$ cat config.mk
export PLATFORM = sky130hd
export DESIGN_NAME = cb_config_sequencer
export DESIGN_NICKNAME = d
export VERILOG_FILES = /design/src/rtl/cb_cfg_pkg.sv /design/src/rtl/cb_cfg_err_counter.sv /design/src/rtl/cb_config_sequencer.sv
export SDC_FILE = /design/constraint.sdc
export NUM_CORES = 1
export LEC_CHECK = 0
export ABC_AREA = 1
export BUFFER_PORTS_ARGS = -buffer_cell sky130_fd_sc_hd__buf_2
export CAP_MARGIN = 10
export CORE_MARGIN = 2
export CORE_UTILIZATION = 30
export DETAILED_ROUTE_END_ITERATION = 8
export MAX_ROUTING_LAYER = met4
export PLACE_DENSITY = 0.55
export SLEW_MARGIN = 20
export SYNTH_ARGS = -nofsm -noshare
export SYNTH_HDL_FRONTEND = slang
export SYNTH_SLANG_ARGS = --single-unit
$ cat constraint.sdc
create_clock -name clk -period 3.7 [get_ports clk]
set_input_delay 0.185 -clock clk [delete_from_list [all_inputs] [get_ports clk]]
set_output_delay 0.185 -clock clk [all_outputs]
set_load 0.005 [all_outputs]
$ cat src/rtl/cb_cfg_pkg.sv
// cb_cfg_pkg: shared types and constants for the connection-box config sequencer.
//   cb_cfg_state_e : sequencer FSM states (IDLE, WR, SETTLE, RSP)
//   cb_cfg_cmd_t   : host command record at the default bus widths
//   SETTLE_W       : width of the settle counter (SETTLE_CYCLES up to 15)
package cb_cfg_pkg;

    localparam int unsigned SETTLE_W   = 4;
    localparam int unsigned CMD_ADDR_W = 32;
    localparam int unsigned CMD_DATA_W = 32;

    typedef enum logic [1:0] {
        IDLE   = 2'd0,
        WR     = 2'd1,
        SETTLE = 2'd2,
        RSP    = 2'd3
    } cb_cfg_state_e;

    typedef struct packed {
        logic                  write;
        logic [CMD_ADDR_W-1:0] addr;
        logic [CMD_DATA_W-1:0] data;
    } cb_cfg_cmd_t;

endpackage

$ cat src/rtl/cb_cfg_err_counter.sv
// cb_cfg_err_counter: saturating event counter for verify mismatches.
// Ports:
//   clk   - clock
//   reset - asynchronous active-low clear
//   inc   - count one event this cycle
//   count - current count; sticks at all-ones, never wraps
module cb_cfg_err_counter
    import cb_cfg_pkg::*;
#(
    parameter int unsigned ERRCNT_W = 8
) (
    input  logic                clk,
    input  logic                reset,
    input  logic                inc,
    output logic [ERRCNT_W-1:0] count
);

    logic [ERRCNT_W-1:0] count_q;

    always_ff @(posedge clk or negedge reset) begin
        if (!reset) begin
            count_q <= '0;
        end else if (inc && (count_q != '1)) begin
            count_q <= count_q + ERRCNT_W'(1);
        end
    end

    assign count = count_q;

endmodule

$ cat src/rtl/cb_config_sequencer.sv
// cb_config_sequencer: drives the shared connection-box config bus from a host
// valid/ready command stream. One config_en pulse per write, settle-timed
// readback for reads, one response per command.
// Build option: CB_CFG_VERIFY_EN adds a readback compare after every write,
// making rsp_err and err_count functional; otherwise both are tied 0.
// Ports:
//   clk, reset                      - clock, async active-low reset
//   cmd_valid/ready/write/addr/data - host command handshake
//   rsp_valid/ready/data/err        - host response handshake
//   config_addr/data/en, read_data  - config bus to the CB column
//   busy                            - FSM not idle
//   err_count                       - saturating verify-mismatch count
// SETTLE_CYCLES must lie in 1..15.
module cb_config_sequencer
    import cb_cfg_pkg::*;
#(
    parameter int unsigned ADDR_W        = 32,
    parameter int unsigned DATA_W        = 32,
    parameter int unsigned SETTLE_CYCLES = 2,
    parameter int unsigned ERRCNT_W      = 8
) (
    input  logic                clk,
    input  logic                reset,
    input  logic                cmd_valid,
    output logic                cmd_ready,
    input  logic                cmd_write,
    input  logic [ADDR_W-1:0]   cmd_addr,
    input  logic [DATA_W-1:0]   cmd_data,
    output logic                rsp_valid,
    input  logic                rsp_ready,
    output logic [DATA_W-1:0]   rsp_data,
    output logic                rsp_err,
    output logic [ADDR_W-1:0]   config_addr,
    output logic [DATA_W-1:0]   config_data,
    output logic                config_en,
    input  logic [DATA_W-1:0]   read_data,
    output logic                busy,
    output logic [ERRCNT_W-1:0] err_count
);

    localparam logic [1:0] S_IDLE   = IDLE;
    localparam logic [1:0] S_WR     = WR;
    localparam logic [1:0] S_SETTLE = SETTLE;
    localparam logic [1:0] S_RSP    = RSP;

    localparam logic [SETTLE_W-1:0] SettleLoad = SETTLE_W'(SETTLE_CYCLES - 1);

    logic [1:0]          state_q, state_d;
    logic [SETTLE_W-1:0] settle_q, settle_d;
    logic [ADDR_W-1:0]   addr_q, addr_d;
    logic [DATA_W-1:0]   data_q, data_d;
    logic                en_q, en_d;
    logic [DATA_W-1:0]   rsp_data_q, rsp_data_d;

`ifdef CB_CFG_VERIFY_EN
    logic is_wr_q, is_wr_d;
    logic rsp_err_q, rsp_err_d;
    logic err_inc;
`endif

    always_comb begin
        state_d    = state_q;
        settle_d   = settle_q;
        addr_d     = addr_q;
        data_d     = data_q;
        en_d       = 1'b0;
        rsp_data_d = rsp_data_q;
`ifdef CB_CFG_VERIFY_EN
        is_wr_d    = is_wr_q;
        rsp_err_d  = rsp_err_q;
        err_inc    = 1'b0;
`endif
        unique case (state_q)
            S_IDLE: begin
                if (cmd_valid) begin
                    addr_d = cmd_addr;
`ifdef CB_CFG_VERIFY_EN
                    is_wr_d = cmd_write;
`endif
                    if (cmd_write) begin
                        data_d  = cmd_data;
                        // Strobe is registered so it is high exactly in WR.
                        en_d    = 1'b1;
                        state_d = S_WR;
                    end else begin
                        settle_d = SettleLoad;
                        state_d  = S_SETTLE;
                    end
                end
            end
            S_WR: begin
`ifdef CB_CFG_VERIFY_EN
                settle_d = SettleLoad;
                state_d  = S_SETTLE;
`else
                rsp_data_d = data_q;
                state_d    = S_RSP;
`endif
            end
            S_SETTLE: begin
                if (settle_q == '0) begin
                    rsp_data_d = read_data;
`ifdef CB_CFG_VERIFY_EN
                    rsp_err_d = is_wr_q && (read_data != data_q);
                    err_inc   = is_wr_q && (read_data != data_q);
`endif
                    state_d = S_RSP;
                end else begin
                    settle_d = settle_q - SETTLE_W'(1);
                end
            end
            S_RSP: begin
                if (rsp_ready) begin
                    state_d = S_IDLE;
                end
            end
            default: state_d = S_IDLE;
        endcase
    end

    always_ff @(posedge clk or negedge reset) begin
        if (!reset) begin
            state_q    <= S_IDLE;
            settle_q   <= '0;
            addr_q     <= '0;
            data_q     <= '0;
            en_q       <= 1'b0;
            rsp_data_q <= '0;
`ifdef CB_CFG_VERIFY_EN
            is_wr_q    <= 1'b0;
            rsp_err_q  <= 1'b0;
`endif
        end else begin
            state_q    <= state_d;
            settle_q   <= settle_d;
            addr_q     <= addr_d;
            data_q     <= data_d;
            en_q       <= en_d;
            rsp_data_q <= rsp_data_d;
`ifdef CB_CFG_VERIFY_EN
            is_wr_q    <= is_wr_d;
            rsp_err_q  <= rsp_err_d;
`endif
        end
    end

`ifdef CB_CFG_VERIFY_EN
    cb_cfg_err_counter #(
        .ERRCNT_W (ERRCNT_W)
    ) u_err_counter (
        .clk   (clk),
        .reset (reset),
        .inc   (err_inc),
        .count (err_count)
    );

    assign rsp_err = rsp_err_q;
`else
    assign rsp_err   = 1'b0;
    assign err_count = '0;
`endif

    assign cmd_ready   = (state_q == S_IDLE);
    assign busy        = (state_q != S_IDLE);
    assign rsp_valid   = (state_q == S_RSP);
    assign rsp_data    = rsp_data_q;
    assign config_addr = addr_q;
    assign config_data = data_q;
    assign config_en   = en_q;

endmodule

Word-level counts from Yosys, hierarchy flattened
Index checks and enable logic that the tools add are counted.
Operators by class
  add/subtract/negate cells: 1
  equality and inequality tests: 8
  mux-type cells: 14
  reductions and logical operators: 10
Operators by type and width (number)
  $pmux W32 S2: 1
  $mux W32: 1
  $mux W4: 3
  $mux W2: 4
  $ne A2 B2 Y1 const B: 4
  $pmux W2 S4: 1
  $pmux W4 S2: 1
  $reduce_and A3 Y1: 2
  $reduce_bool A2 Y1: 3
  $eq A2 B2 Y1 const B: 2
  $logic_not A4 Y1: 1
  $reduce_and A2 Y1: 2
  $reduce_and A4 Y1: 1
  $sub A4 B1 Y4 const B: 1
  $mux W1: 3
  $eq A2 B1 Y1 const B: 1
  $logic_not A2 Y1: 1
  $ne A2 B1 Y1 const B: 1
Word-level totals
  register bits after elaboration: 103
  input bits: 101
  output and inout port bits: 109
  logic and storage cells: 39

Longest topological paths before layout
  depth in word-level cells: 3
  mapped depth: 9

Worst setup path before layout
Ideal clock, no wire load.
  kind: register to register
  start point: register state_q[0]
  end point: register rsp_data_q[10] (netlist: rsp_data[10])
  setup time: 0.123 ns
  arrival time: 1.307 ns
  data required time: 3.577 ns
  path slack: 2.270 ns
  cell stages (with the launch flop): 8
  path buffers: 2
  cells stage by stage: dfrtp_1 > inv_1 > ha_1 > buf_6 > clkbuf_1 > or2_2 > o21ai_0 > o21ai_1
On the way
  cells in the longest elaborated chain, start to end: 3
  elaborated cells on any way between the ends: 6
  those cells by class: 3 x eq/ne; 1 x mux; 2 x reduce/logical
RTL lines
  start: declaration: line cb_config_sequencer.sv:48  | logic [1:0] state_q, state_d;
  start signal: assignment: line cb_config_sequencer.sv:134  | state_q <= state_d;
  $eq A2 B2 Y1 or $eq A2 B1 Y1 (tied branches): line cb_config_sequencer.sv:73  | unique case (state_q)
  $ne A2 B2 Y1 (no line) or $reduce_bool A2 Y1 (tied branches)
  $reduce_and A2 Y1 (no line)
  end signal: assignment: line cb_config_sequencer.sv:139  | rsp_data_q <= rsp_data_d;
  end: declaration: line cb_config_sequencer.sv:53  | logic [DATA_W-1:0] rsp_data_q, rsp_data_d;
Parallel ways exist; a longest one is shown, timed or not.
A chain may end at the register's enable or synchronous reset.

Worst setup path after layout
  start point: register state_q[0]
  end point: register rsp_data_q[30] (netlist: rsp_data[30])
The elaborated chain is that of the path after synthesis.

==> out/results.tsv <==
metric	value	unit
status	complete, but fails checks	
violations	hold timing	
vias_per_cell	4.37	
drt-pass1-iter-count	4	
grt.overflow.total	0	
grt_pass1_vias	3774	
finalHoldViolations	6	
post_cts_resized	0	
ctsHoldBuffers	0	
synth_xor_area_share	0.193	%
antenna_found_initial	0	
fin_crit	2.17	ns
wl_met2	5.38	mm
fin_cells	903	
rows	45	
dr.max_layer_used	met4	
vdd_drop_max	0.349	mV
ys_types	24	
areaGrowthSynthToFinish	31.0	%
maxSlewViolCount	0	
cp.required	3.96	ns
layout_commonest_cell	nand2_1	
port_buffers	200	
drc	0	
cts.sinks	103	
synth_area	4550	um^2
vias	3944	
slew_headroom	35.2	%
ioPinCount	210	
dieArea	16200	um^2
routabilityCongestion	0.788	
switching_share	37.7	%
antenna_left	0	
yosysWarnings	0	
hp-class	in2async	
finalCritPeriodShare	58.7	%
grt_first_pass_wirelength	19.1	mm
synth_mux_area_share	0	%
drt_iter0_markers	185	
die_h	127	um
worst_slew_pin_slew	0.972	ns
wl_per_cell	13.4	um
cts_buffers	9	
clkSlewWorstSetupHoldPaths	0.07	ns
clock_latency	0.34	ns
place_area	5590	um^2
grt_usage	15.3	%
crit_arrival	2.43	ns
worst_slack	1.53	ns
synth-adder-area-share	1.65	%
synth_compound_area_share	8.09	%
ctsHtreeMaxLevel	3	
clock_power_share	21.4	%
crit_fanout	64	
dp_hpwl	8.22	mm
tns	0	ns
worstPathCellList	inv_1 > ha_1 > nand2_2 > nand2_4 > nand2_1 > o21ai_1	
layout-drive-gt1-share	36.9	%
grt_setup_unrepaired	no	
diodes	0	
nets	817	
worst_path_largest_cell_delay	0.60	ns
initial_utilization	30.3	%
pwr-share-comb	42.1	%
ys_seq_elements	103	
ys_seq_area_share	56.7	%
dp_slack	1.50	ns
critical-path-slowest-cell	ha_1	
fmax	0.460	GHz
power_leakage	3.36	nW
endpoint_kind	flop	
m1WireLength	5.77	mm
power.total	5.44	mW
crit_type	reg2reg	
holdWs	-0.0108	ns
cts_setup_buffers	0	
critPathLaunchType	flop	
synth_edf_count	0	
utilization	39.6	%
synthArstFlopShare	100	%
synth_flop_cell	dfrtp_1	
clk_path_buf_depth	2	
grt_max_degree	75	
design_area	5960	um^2
worst_clock_skew	0.00601	ns
wl_met3	805	um
maxCapViolCount	0	
core_area	15000	um^2
synth_top_family_by_area	simple AND/OR/NAND/NOR gates	
p_seq_share	36.5	%
die_x	127	um
synthSimpleGateAreaFrac	26.6	%
mostFrequentLayoutCells	246 x nand2_1, 199 x buf_2, 103 x dfrtp_1, 35 x o21ai_0, 32 x or2_2	
wl	12.1	mm
p_per_area	914	nW/um^2
place_inst	887	
intPower	3.39	mW
power.switching	2.06	mW
netlist_instances	521	
avgSynthCellArea	8.73	um^2
cts_tree	yes	
setup_viol	0	
root_buffer	clkbuf_16	
## state kept, by name, summed over array words and instances (netlist names)
register and flops:
rsp_data 32, config_addr 32, settle_q 4, config_data 32, config_en 1, state_q 2
## metal layers
metal  global-route usage [%]  vias up
met3                     3.56        9
met2                     23.4      164
met1                     20.6     1797
met5                        -        -
met4                     4.27        0
li1                         -     1974
## cells in the mapped netlist (2+ instances only)
library cell	n	area [um^2]
dfrtp_1	103	2580
nand2_2	3	18.8
buf_4	12	90.1
clkbuf_1	5	18.8
o21ai_0	35	175
or2_2	32	200
o21ai_1	29	145
nand2_1	246	923
buf_6	10	113
inv_1	11	41.3
ha_1	6	75.1
o21ai_2	4	35.0
buf_2	6	30.0
nor2_1	5	18.8
inv_2	2	7.51
nand3_1	4	20.0
## cell type report
cell class                 instances  area, um^2
fill                            1512        9070
multi-input combinational        379        1700
sequential                       103        2580
clock inverter                     7         143
inverter                          13        48.8
tap                              188         235
clock buffer                       9         225
timing repair buffer             204        1030
## critical path: cells and delay by family (launching register included)
kind,cells,cell delay [ns]
simple gates,3,0.83
flops,1,0.40
fa+ha+maj,1,0.60
compound gates,1,0.10
buf+inv,1,0.12
## power by group through the flow
| stage | registers (mW) | logic, mW | clock network, mW |
|---|---|---|---|
| 2_1_floorplan | 2.01 | 1.53 | 0 |
| 3_3_place_gp | 1.99 | 2.26 | 0 |
| 3_5_place_dp | 1.99 | 2.33 | 0 |
| 4_1_cts | 1.98 | 2.34 | 1.21 |
| 5_1_grt | 2.05 | 2.64 | 1.26 |
| 6_report | 1.99 | 2.29 | 1.16 |
## worst paths after layout
path                                             start                           to  slack (ns)  depth (start not counted)
min reg2reg                config_addr[28]$_DFFE_PN0P_  config_addr[28]$_DFFE_PN0P_        0.48                          2
min                                              reset  config_data[14]$_DFFE_PN0P_       -0.01                          1
max reg2reg                     state_q[0]$_DFFE_PN0P_     rsp_data[30]$_DFFE_PN0P_        1.53                          6
max in group asynchronous                        reset     rsp_data[26]$_DFFE_PN0P_        2.74                          2
min in group clk                          cmd_addr[14]  config_addr[14]$_DFFE_PN0P_        0.03                          3
max                             state_q[0]$_DFFE_PN0P_     rsp_data[30]$_DFFE_PN0P_        1.53                          6
## logic make-up (layout without fill, tap and decap cells)
group,Yosys count,count (layout)
XOR/XNOR,1,1
flip-flops,103,103
AO/OA/AOI/OAI,70,70
other,1,9
buffers and inverters,47,233
AND/OR/NAND/NOR,293,293
adder cells (fa/ha/maj),6,6
Power figures use the tool's default switching activity.
